--- src/rtl/seven_seg_pkg.sv ---
// rtl/seven_seg_pkg.sv - hex segment table, blank pattern and slot-length helper for seven_seg_scan_ctrl
package seven_seg_pkg;

  localparam logic [6:0] SEG_BLANK = 7'h00;

  // Active-high {g,f,e,d,c,b,a} patterns for 0..F
  localparam logic [6:0] HEX_SEG [16] = '{
    7'h3F, 7'h06, 7'h5B, 7'h4F, 7'h66, 7'h6D, 7'h7D, 7'h07,
    7'h7F, 7'h6F, 7'h77, 7'h7C, 7'h39, 7'h5E, 7'h79, 7'h71
  };

  function automatic int slot_cycles(input int clk_hz, input int fps, input int num_digits);
    return clk_hz / (fps * num_digits);
  endfunction

endpackage

--- src/rtl/seven_seg_decoder.sv ---
// rtl/seven_seg_decoder.sv - combinational hex nibble to active-high seven-segment pattern
module seven_seg_decoder
  import seven_seg_pkg::*;
(
  input  logic [3:0] nibble,
  output logic [6:0] seg
);

  assign seg = HEX_SEG[nibble];

endmodule

--- src/rtl/seven_seg_scan_ctrl.sv ---
// rtl/seven_seg_scan_ctrl.sv - multiplexed N-digit seven-segment scanner with PWM dimming and dead time
// Optional blink support is built when the BLINK_EN macro is defined.
module seven_seg_scan_ctrl
  import seven_seg_pkg::*;
#(
  parameter int NUM_DIGITS     = 4,
  parameter int CLK_HZ         = 100_000_000,
  parameter int FPS            = 50,
  parameter int BRIGHT_W       = 4,
  parameter int DEADTIME       = 2,
  parameter bit AN_ACTIVE_LOW  = 1'b1,
  parameter bit SEG_ACTIVE_LOW = 1'b1
`ifdef BLINK_EN
  ,
  parameter int BLINK_FRAMES   = 25
`endif
) (
  input  logic                    clk,
  input  logic                    reset,
  input  logic [4*NUM_DIGITS-1:0] digits_in,
  input  logic [NUM_DIGITS-1:0]   dots_in,
  input  logic [NUM_DIGITS-1:0]   digit_en,
  input  logic [BRIGHT_W-1:0]     brightness,
`ifdef BLINK_EN
  input  logic [NUM_DIGITS-1:0]   blink_mask,
`endif
  output logic [NUM_DIGITS-1:0]   an_out,
  output logic [6:0]              seg_out,
  output logic                    dot_out,
  output logic                    frame_start
);

  localparam int SLOT_CYC = slot_cycles(CLK_HZ, FPS, NUM_DIGITS);
  localparam int PRE_W    = $clog2(SLOT_CYC);
  localparam int SEL_W    = $clog2(NUM_DIGITS);
  localparam logic [PRE_W-1:0]    PRE_LAST    = PRE_W'(SLOT_CYC - 1);
  localparam logic [PRE_W-1:0]    DEAD_CYC    = PRE_W'(DEADTIME);
  localparam logic [SEL_W-1:0]    SEL_LAST    = SEL_W'(NUM_DIGITS - 1);
  localparam logic [BRIGHT_W-1:0] BRIGHT_FULL = '1;

  logic [PRE_W-1:0]      prescaler;
  logic [SEL_W-1:0]      sel, sel_next;
  logic [3:0]            slot_nib;
  logic                  slot_dot, slot_en;
  logic                  slot_tick, frame_wrap;
  logic [BRIGHT_W-1:0]   pwm;
  logic                  an_on;
  logic [NUM_DIGITS-1:0] an_lvl, blank_mask;
  logic [6:0]            dec_seg, seg_lvl;

  assign slot_tick  = (prescaler == PRE_LAST);
  assign frame_wrap = slot_tick && (sel == SEL_LAST);
  assign sel_next   = frame_wrap ? '0 : sel + 1'b1;

`ifdef BLINK_EN
  localparam int FC_W = $clog2(BLINK_FRAMES + 1);
  logic [FC_W-1:0] frame_cnt;
  logic            blink_phase, blink_phase_next;

  // New phase is visible to the slot-0 latch in the same wrap cycle
  assign blink_phase_next = (frame_wrap && frame_cnt == FC_W'(BLINK_FRAMES - 1)) ? ~blink_phase : blink_phase;
  assign blank_mask = blink_phase_next ? blink_mask : '0;

  always_ff @(posedge clk) begin
    if (reset) begin
      frame_cnt   <= '0;
      blink_phase <= 1'b0;
    end else if (frame_wrap) begin
      frame_cnt   <= (frame_cnt == FC_W'(BLINK_FRAMES - 1)) ? '0 : frame_cnt + 1'b1;
      blink_phase <= blink_phase_next;
    end
  end
`else
  assign blank_mask = '0;
`endif

  // Reset preloads digit 0 so the first slot after reset is a full, valid one
  always_ff @(posedge clk) begin
    if (reset) begin
      prescaler <= '0;
      sel       <= '0;
      slot_nib  <= digits_in[3:0];
      slot_dot  <= dots_in[0];
      slot_en   <= digit_en[0];
    end else begin
      prescaler <= slot_tick ? '0 : prescaler + 1'b1;
      if (slot_tick) begin
        sel      <= sel_next;
        slot_nib <= digits_in[{sel_next, 2'b00} +: 4];
        slot_dot <= dots_in[sel_next];
        slot_en  <= digit_en[sel_next] & ~blank_mask[sel_next];
      end
    end
  end

  seven_seg_decoder u_decoder (
    .nibble (slot_nib),
    .seg    (dec_seg)
  );

  assign pwm     = BRIGHT_W'(prescaler - DEAD_CYC);
  assign an_on   = slot_en && (prescaler >= DEAD_CYC) &&
                   ((brightness == BRIGHT_FULL) || (pwm < brightness));
  assign seg_lvl = slot_en ? dec_seg : SEG_BLANK;

  always_comb begin
    an_lvl      = '0;
    an_lvl[sel] = an_on;
  end

  always_ff @(posedge clk) begin
    if (reset) begin
      an_out      <= {NUM_DIGITS{AN_ACTIVE_LOW}};
      seg_out     <= {7{SEG_ACTIVE_LOW}};
      dot_out     <= SEG_ACTIVE_LOW;
      frame_start <= 1'b0;
    end else begin
      an_out      <= an_lvl ^ {NUM_DIGITS{AN_ACTIVE_LOW}};
      seg_out     <= seg_lvl ^ {7{SEG_ACTIVE_LOW}};
      dot_out     <= (slot_en & slot_dot) ^ SEG_ACTIVE_LOW;
      frame_start <= frame_wrap;
    end
  end

endmodule

--- config.mk ---
export PLATFORM = sky130hd
export DESIGN_NAME = seven_seg_scan_ctrl
export DESIGN_NICKNAME = d
export VERILOG_FILES = /design/src/rtl/seven_seg_pkg.sv /design/src/rtl/seven_seg_decoder.sv /design/src/rtl/seven_seg_scan_ctrl.sv
export SDC_FILE = /design/constraint.sdc
export NUM_CORES = 1
export LEC_CHECK = 0
export BUFFER_PORTS_ARGS = -buffer_cell sky130_fd_sc_hd__buf_2
export CAP_MARGIN = 10
export CORE_UTILIZATION = 54
export DETAILED_ROUTE_END_ITERATION = 8
export GPL_TIMING_DRIVEN = 0
export PLACE_DENSITY = 0.79
export SYNTH_ARGS = -nofsm -noshare
export SYNTH_HDL_FRONTEND = slang
export SYNTH_SLANG_ARGS = --single-unit
--- constraint.sdc ---
create_clock -name clk -period 2.5 [get_ports clk]
set_input_delay 0.375 -clock clk [delete_from_list [all_inputs] [get_ports clk]]
set_output_delay 0.375 -clock clk [all_outputs]
set_load 0.01 [all_outputs]
== Word-level counts from Yosys, hierarchy flattened ==
Memories as Yosys holds them, arrays and structs flattened.
Index checks and enable logic that the tools add are counted.
Word-level totals
  flip-flop bits (word level): 40
  bits in read-only memories: 112
  input port bits: 30
  output and inout bits: 13
  word-level logic and storage cells: 56
  memories: 1
Operators by class
  add/subtract/negate cells: 3
  order comparisons: 6
  eq/ne operators: 3
  shifts and indexed selects: 1
  mux-type cells: 18
  bitwise operators: 8
  reductions and logical operators: 7
Memories
  (name not given): depth 16, bits a word 7, rd ports 1, clocked after memory_dff 0, wr ports 0, line seven_seg_decoder.sv:9  | assign seg = HEX_SEG[nibble];
Operators by type and width (count)
  $mux 7: 3
  $add 19x1->19 const B: 1
  $eq 19x19->1 const B: 1
  $ge 19x2->1 const B: 1
  $shiftx 16x5->4: 1
  $mux 1: 8
  $mux 4: 2
  $not 7->7: 1
  $bmux 1 s2: 3
  $lt 2x3->1 const B: 2
  $ge 5x5->1 const B: 1
  $not 4->5: 1
  $and 4x4->4: 1
  $eq 4x4->1 const B: 1
  $logic_and 1x1->1: 4
  $lt 4x4->1: 1
  $not 4->4: 1
  $sub 4x2->4 const B: 1
  $add 2x1->2 const B: 1
  $and 1x1->1: 2
  $demux 1 s2: 1
  $eq 2x2->1 const B: 1
  $ge 2x1->1 const B: 1
  $mux 2: 1
  4 further kinds: 5

== Depth between registers and ports, before layout ==
Gate-level depths: netlist of run 1.
  depth in word-level cells: 9
  depth in mapped cells: 8
  mapped depth without buffers: 7

== By module ==
Synthesis of run 1 repeated with hierarchy kept, for this count alone.
Unflattened totals
  cell total of the unflattened synthesis: 240
  area total of the unflattened synthesis: 2244.7 um2
By module, submodules not included
  seven_seg_scan_ctrl: times used 1, cells an instance 207, area each 1956.9 um2, seq. area each 860.8 um2
  seven_seg_decoder: times used 1, cells an instance 33, area each 287.8 um2, seq. area each 0.0 um2

== Least setup slack after synthesis of run 1 ==
OpenSTA, ideal clock, no wires.
  path type: reg2reg
  start point: reg prescaler[0]
  end point: reg slot_dot, data pin
  library setup time: 0.146 ns
  arrival time: 1.808 ns
  data required time: 2.354 ns
  path slack: 0.546 ns
  stages on the path, launching flop included: 7
  buffers on the path: 0
  period minus slack after synthesis: 1.954 ns
  path through: dfxtp_1 -> ha_1 -> nand4_2 -> nor3_1 -> a311o_2 -> mux2_2 -> a21oi_1
On the way
  cells in the longest elaborated chain, start to end: 7
RTL lines
  start: declaration: line seven_seg_scan_ctrl.sv:41  | logic [PRE_W-1:0] prescaler;
  start signal: assignment: line seven_seg_scan_ctrl.sv:86  | prescaler <= slot_tick ? '0 : prescaler + 1'b1;
  $eq 19x19->1: line seven_seg_scan_ctrl.sv:51  | assign slot_tick = (prescaler == PRE_LAST);
  $logic_and 1x1->1: line seven_seg_scan_ctrl.sv:52  | assign frame_wrap = slot_tick && (sel == SEL_LAST);
  $mux 2: line seven_seg_scan_ctrl.sv:53  | assign sel_next = frame_wrap ? '0 : sel + 1'b1;
  $bmux 1 s2: line seven_seg_scan_ctrl.sv:90  | slot_dot <= dots_in[sel_next];
  $mux 1 (not written as such): line seven_seg_scan_ctrl.sv:90
  $mux 1: line seven_seg_scan_ctrl.sv:87  | if (slot_tick) begin
  $mux 1: line seven_seg_scan_ctrl.sv:79  | if (reset) begin
  end signal: assignment: line seven_seg_scan_ctrl.sv:83  | slot_dot <= dots_in[0];
  end signal: assignment: line seven_seg_scan_ctrl.sv:90
  end: declaration: line seven_seg_scan_ctrl.sv:44  | logic slot_dot, slot_en;
Every way passes these cells. The select of a mux whose other input is x is not followed.
A chain may end at the register's enable or synchronous reset.

== Worst setup path after layout of run 1 ==
  start point: reg prescaler[0]
  end point: reg slot_en, data pin
On the way
  cells in the longest elaborated chain, start to end: 9
  elaborated cells between the ends (all ways): 11
  classes of those cells: 1 x eq/ne; 7 x mux; 2 x bitwise; 1 x reduce/logical
RTL lines
  $eq 19x19->1 (*): line seven_seg_scan_ctrl.sv:51
  $logic_and 1x1->1 (*): line seven_seg_scan_ctrl.sv:52
  $mux 2 (*): line seven_seg_scan_ctrl.sv:53
  $bmux 1 s2: line seven_seg_scan_ctrl.sv:91  | slot_en <= digit_en[sel_next] & ~blank_mask[sel_next];
  $mux 1 (not written as such): line seven_seg_scan_ctrl.sv:91
  $not 1->1: line seven_seg_scan_ctrl.sv:91
  $and 1x1->1 (*): line seven_seg_scan_ctrl.sv:91
  $mux 1 (*): line seven_seg_scan_ctrl.sv:87
  $mux 1 (*): line seven_seg_scan_ctrl.sv:79
  end signal: assignment: line seven_seg_scan_ctrl.sv:84  | slot_en <= digit_en[0];
  end signal: assignment: line seven_seg_scan_ctrl.sv:91
  end: declaration: line seven_seg_scan_ctrl.sv:44
Mark *: on every way between the ends. The rest lies on a longest branch, timed or not. The select of a mux whose other input is x is not followed.

==> impl_metrics.yaml, run 1 <==
grt:
  grt_overflow: 0
  first_global_vias: 1428
  number_of_antenna_violations_at_the_first_check_in_global_routing: 0
  grt_max_degree: 16
  global_route.usage.total: 0.198
  first_pass_grt_wire_length_mm: 6.33
die:
  io_pins: 43
  rows: 22
  core_area_um2: 3720
  die_height_um: 64.7
  fp.dieArea_um2: 4190
  die-width_um: 64.7
  initial_utilization: 0.571
clocking:
  clock_latency_ps: 290
  cts_inserted_buffers: 5
  path_clk_slew_ps: 80
  numClockSinks: 40
  cts_tree: "yes"
  cts_root_buffer: "clkbuf_8"
  h-tree-depth: 2
  cts-root-to-sink-buffers: 2
  post-cts-setup-buffer-count: 0
yosys:
  post_synth_num_cell_types: 43
  synth_nets: 272
  synthArstFlopShare: 0
  syn-instance-count: 226
  synth.largest_area_cell: "dfxtp_1"
  synth.yosys.warnings: 0
  synthFlopType: "dfxtp_1"
  number_of_enable_type_register_cells_in_the_synthesized_netlist: 6
  avgSynthCellArea_um2: 9.40
  synth-seq-cells: 40
  seq_area_frac_synth: 0.405
  synth_top_cell_area_share: 0.321
  post_synth_main_area_contributors: "dfxtp_1, ha_1, edfxtp_1"
  netlist_area_pre_place_um2: 2120
pwr:
  pwr_density_cell_nw_per_um2: 515
  power.leakage_nw: 1.07
  peakVddDrop_v: 0.000357
  design_power_total_w: 0.00128
detailed_routing:
  post_drt_via_cell_ratio: 5.32
  post_drt_wl_per_cell_um: 12.1
  vias: 1719
  detailedRoute.firstPassIterationCount: 4
  wl_mm: 3.90
  ant_nets: 0
  drt-initial-drc-count: 62
  post-route-drc-count: 0
final_layout:
  area.growth.synth_to_final_pct: 17.0
  antenna_cells: 0
  drive_gt1_frac: 0.251
  nets: 320
  mostFrequentLayoutCells: "buf_2, dfxtp_1, nor2_1"
  commonest_non_fill_non_tap_cell_in_the_layout: "buf_2"
placed_design:
  routabilityCongestion: 0.848
  io_buffer_count: 41
  place_hpwl_mm: 2.88
sta:
  relSlewSlack: 0.557
  hold_viol: 0
  fmax_ghz: 0.442
  period_share: 0.905
  drv_slew: 0
  max_slew.worst_pin.slew_ps: 660
  fin_crit_ps: 2260
  grt_setup_unrepaired: "false"
  tns_ps: 0
  finClkSkew_ps: 9.31
  finalSetupViolations: 0
hold_path:
  tightest_hold_check_type: "primary input to flop"
critical_path:
  critical_path.top_delay_family: "simple AND/OR/NAND/NOR gates"
  worst_path_arrival_ps: 2400
  max_stage_delay_ps: 450
  timing.critical_path.required_ps: 2640
  slowest_stage: "nor3_1"
  cp.buffers_inverters: 0
  crit_path_end_kind: "flop"
  path_class: "flop to flop"
  critPathMaxFanout: 6
  critical_path.cell_chain: "ha_1 -> nand4_2 -> nor3_1 -> a311o_2 -> mux2_2 -> a21oi_1"
  timing.critical_path.from_type: "flop"
run:
  cap_viol_max_count: 0
run_status:
  status: "complete, no violations"
## metal layers
metal  GRT usage  wire, µm  vias up
li1            -         -      879
met1       0.264      1870      783
met2       0.293      1750       50
met3      0.0599       212        7
met4      0.0833        65        0
met5           0         0        -
## cells in the mapped netlist, types with 4 or more instances
cell and n:
xnor2_1 7, mux2i_1 9, dfxtp_1 34, nand4_1 4, o21ai_0 5, a21oi_1 11, nand3_1 8, mux2_2 4
ha_1 16, xor2_1 11, nor3_1 7, inv_1 17, nand2_1 18, nor2_1 28, edfxtp_1 6
## sequential cells by signal (all words and copies together) (netlist names)
register     count
slot_dot         1
seg_out          7
prescaler       19
slot_en          1
frame_start      1
dot_out          1
slot_nib         4
an_out           4
sel              2
## cell families after synthesis
kind of cell,synth area share
flops,0.405
fa+ha+maj,0.0943
xor+xnor,0.0742
mux,0.0742
simple gates,0.201
compound gates,0.105
buf+inv,0.0454
## through the flow
step | instance area (µm²) | instances | hold WS, ps | util | setup slack [ps]
3_3_place_gp | 2390 | 315 | 457 | 0.643 | 251
5_1_grt | 2480 | 323 | 302 | 0.668 | 85.1
2_1_floorplan | 2120 | 226 | 387 | - | 546
6_report | 2480 | 323 | 292 | 0.668 | 237
4_1_cts | 2480 | 323 | 283 | 0.668 | 159
3_5_place_dp | 2390 | 315 | 465 | 0.643 | 171
## worst paths after layout
check / start / end / slack [ps] / cells past startpoint
worst max-delay path: prescaler[0] / slot_en / 240 / 6
worst min-delay path: reset / sel[0] / 290 / 2
worst max register to register: prescaler[0] / slot_en / 240 / 6
worst min register to register: slot_dot / dot_out / 460 / 1
## cell type report
class	count	area (µm²)
inverter	17	63.8
multi-input combinational	165	1170
fill	333	1230
tap	48	60.1
timing repair buffer	41	205
clock inverter	2	10.0
sequential	40	861
buffer	4	32.5
clock buffer	6	82.6
## report_power, final
group / leakage [nW] / internal [W] / switching, W
sequential: 0.335 / 0.000674 / 0.0000145
combinational: 0.681 / 0.0000738 / 0.0000751
clock: 0.0510 / 0.000220 / 0.000222
## timing repair
item	4_1_cts	5_1_grt
endpoints found under the setup margin	0	3
hold buffers	0	0
resized for setup	0	1
Power figures use the tool's default switching activity.
==> inputs of run 2 (changes only) <==
--- a/config.mk
+++ b/config.mk
@@ -7,10 +7,11 @@
 export LEC_CHECK = 0
 export BUFFER_PORTS_ARGS = -buffer_cell sky130_fd_sc_hd__buf_2
 export CAP_MARGIN = 10
-export CORE_UTILIZATION = 54
+export CORE_UTILIZATION = 55
 export DETAILED_ROUTE_END_ITERATION = 8
 export GPL_TIMING_DRIVEN = 0
 export PLACE_DENSITY = 0.79
 export SYNTH_ARGS = -nofsm -noshare
 export SYNTH_HDL_FRONTEND = slang
+export SYNTH_HIERARCHICAL = 1
 export SYNTH_SLANG_ARGS = --single-unit
==> run 2 against run 1 <==
Critical path depth unchanged. Global-route usage up 3.0 points. First-iteration DRC count up 73%. Flip-flop and latch count unchanged. Cell count up 4.3%. Design area up 5.0%. Die area up 3.7%. Power up 2.4%. Via count up 6.1%. Worst setup slack better by 7.2 ps. Area after synthesis up 5.7%. Largest power group unchanged.
==> impl_metrics.yaml, run 2 <==
run_status:
  status: "complete, no violations"
clocking:
  h-tree-depth: 2
  holdBufCountCts: 0
  cts_inserted_buffers: 5
  cts-resized-gates: 0
  path_clk_slew_ps: 80
  cts_root_buffer: "clkbuf_8"
  cts-root-to-sink-buffers: 2
  cts_tree: "yes"
  post-cts-setup-buffer-count: 0
  numClockSinks: 40
  clock_latency_ps: 290
detailed_routing:
  post_drt_wl_per_cell_um: 13.1
  post_drt_via_cell_ratio: 5.41
  vias: 1824
  detailedRoute.firstPassIterationCount: 5
  drt-initial-drc-count: 107
  ant_nets: 0
  post-route-drc-count: 0
  wl_mm: 4.43
sta:
  tns_ps: 0
  hold_viol: 0
  grt_setup_unrepaired: "false"
  relSlewSlack: 0.621
  finalSetupViolations: 0
  period_share: 0.902
  fmax_ghz: 0.443
  drv_slew: 0
  finClkSkew_ps: 8.78
  max_slew.worst_pin.slew_ps: 563
  fin_crit_ps: 2260
yosys:
  avgSynthCellArea_um2: 9.35
  number_of_enable_type_register_cells_in_the_synthesized_netlist: 6
  syn-instance-count: 240
  synth_top_cell_area_share: 0.303
  synth-seq-cells: 40
  seq_area_frac_synth: 0.384
  netlist_area_pre_place_um2: 2240
  post_synth_num_cell_types: 48
  synthFlopType: "dfxtp_1"
  synthArstFlopShare: 0
  synth.largest_area_cell: "dfxtp_1"
  synth.yosys.warnings: 6
  netlist_top_cells_count: "dfxtp_1, nand2_1, nor2_1, inv_1, ha_1"
  post-synth-top-count-cell: "dfxtp_1"
  post_synth_main_area_contributors: "dfxtp_1, ha_1, edfxtp_1"
  synth_nets: 288
final_layout:
  largest_register_ff_count: 19
  regMostFlops: "prescaler"
  nets: 336
  finalNonFillerCells: 337
  commonest_non_fill_non_tap_cell_in_the_layout: "buf_2"
  design_area_um2: 2610
  mostFrequentLayoutCells: "buf_2, dfxtp_1, nor2_1, nand2_1, inv_1"
  finalCoreUtilization: 0.687
  area.growth.synth_to_final_pct: 16.2
  antenna_cells: 0
  drive_gt1_frac: 0.253
  layout_top_registers: "prescaler x19, seg_out x7"
  filler_cell_count: 311
grt:
  first_pass_grt_wire_length_mm: 7.54
  grt_max_degree: 16
  global_route.usage.total: 0.227
  grt_overflow: 0
  number_of_antenna_violations_at_the_first_check_in_global_routing: 0
  first_global_vias: 1748
die:
  initial_utilization: 0.591
  rows: 22
  die-width_um: 65.9
  die_height_um: 65.9
  fp.dieArea_um2: 4340
  core_area_um2: 3800
  io_pins: 43
critical_path:
  worst_path_arrival_ps: 2240
  timing.critical_path.required_ps: 2480
  timing.critical_path.from_type: "flop"
  worst_case_register_to_register_setup_slack_ps: 240
  reg2reg_depth: 6
  regToRegStartpoint: "prescaler[0]"
  setup.worst_path.start: "prescaler[0]"
  crit_path_end_kind: "flop"
  critical_path.reg2reg.endpoint: "slot_en"
  path_class: "flop to flop"
  critPathMaxFanout: 15
  timing.critical_path.to: "slot_en"
hold_path:
  tightest_hold_check_type: "primary input to flop"
placed_design:
  io_buffer_count: 42
  place_hpwl_mm: 3.28
  placedInstanceArea_um2: 2510
  place_inst: 330
  routabilityCongestion: 0.827
pwr:
  peakVddDrop_v: 0.000280
  power.leakage_nw: 1.14
  pwr_density_cell_nw_per_um2: 502
  design_power_total_w: 0.00131
run:
  cap_viol_max_count: 0
run 2: changes by cell type after synthesis, sizes merged, moves of 4 or more:
| cell | previous run | this run |
|---|---|---|
| nand2 | 20 | 28 |
| nand3 | 8 | 4 |
| nor2b | 1 | 5 |
| nor4 | 0 | 4 |
run 2: power by group:
group	internal [W]	switching (W)	total (W)
Clock	0.000225	0.000224	0.000449
Combinational	0.0000860	0.0000867	0.000173
Sequential	0.000675	0.0000135	0.000688
Total	0.000986	0.000324	0.00131
run 2: layer usage:
metal / part of all wire / up-vias / GRT usage
met1: 0.44 / 852 / 0.279
met4: 0.011 / 0 / 0.0815
met2: 0.50 / 45 / 0.389
li1: - / 919 / -
met3: 0.046 / 8 / 0.0466
met5: 0 / - / 0
run 2: metrics by stage:
| step | hold WS (ps) | worst slack, ps |
|---|---|---|
| CTS | 406 | 77.5 |
| global route | 438 | 30.9 |
| finish | 414 | 244 |
| floorplan | 387 | 493 |
| global placement | 390 | 125 |
| detailed placement | 407 | 110 |
run 2: worst min-delay path by stage:
stage                            start     endpoint  slack (ps)  depth (start not counted)
after floorplan               slot_dot      dot_out         390                          1
after global placement        slot_dot      dot_out         390                          1
after detailed placement      slot_dot      dot_out         410                          1
after CTS                 digits_in[0]  slot_nib[0]         410                          3
after global routing          slot_dot      dot_out         440                          1
final                     digits_in[0]  slot_nib[0]         410                          3
run 2: cells by family (layout without fill, tap and decap cells):
| kind of cell | Yosys count | after routing | synth area share |
|---|---|---|---|
| xor gates and xnor gates | 18 | 18 | 0.0702 |
| adders and majority gates | 18 | 18 | 0.100 |
| AOI/OAI and AO/OA | 28 | 28 | 0.0970 |
| and+or+nand+nor | 95 | 95 | 0.222 |
| DFF | 40 | 40 | 0.383 |
| buffers and inverters | 27 | 76 | 0.0502 |
| muxes | 14 | 14 | 0.0769 |
run 2: critical path: stages (launching register included):
cell and delay (ps):
dfxtp_1 420, ha_1 270, nand4_2 190, nor4_4 390, nand2_1 170, nand2_2 210, clkbuf_4 300
run 2: cell type report:
type | instances | area (µm²) | share of cell area
repair buffers | 42 | 210 | 0.0806
well taps | 48 | 60.1 | 0.0230
clock buffers | 7 | 86.3 | 0.0331
inverters | 20 | 75.1 | 0.0288
multi-input cells | 173 | 1270 | 0.488
flip-flops and latches | 40 | 861 | 0.330
clock inverters | 1 | 6.26 | 0.00240
plain buffers | 6 | 36.3 | 0.0139
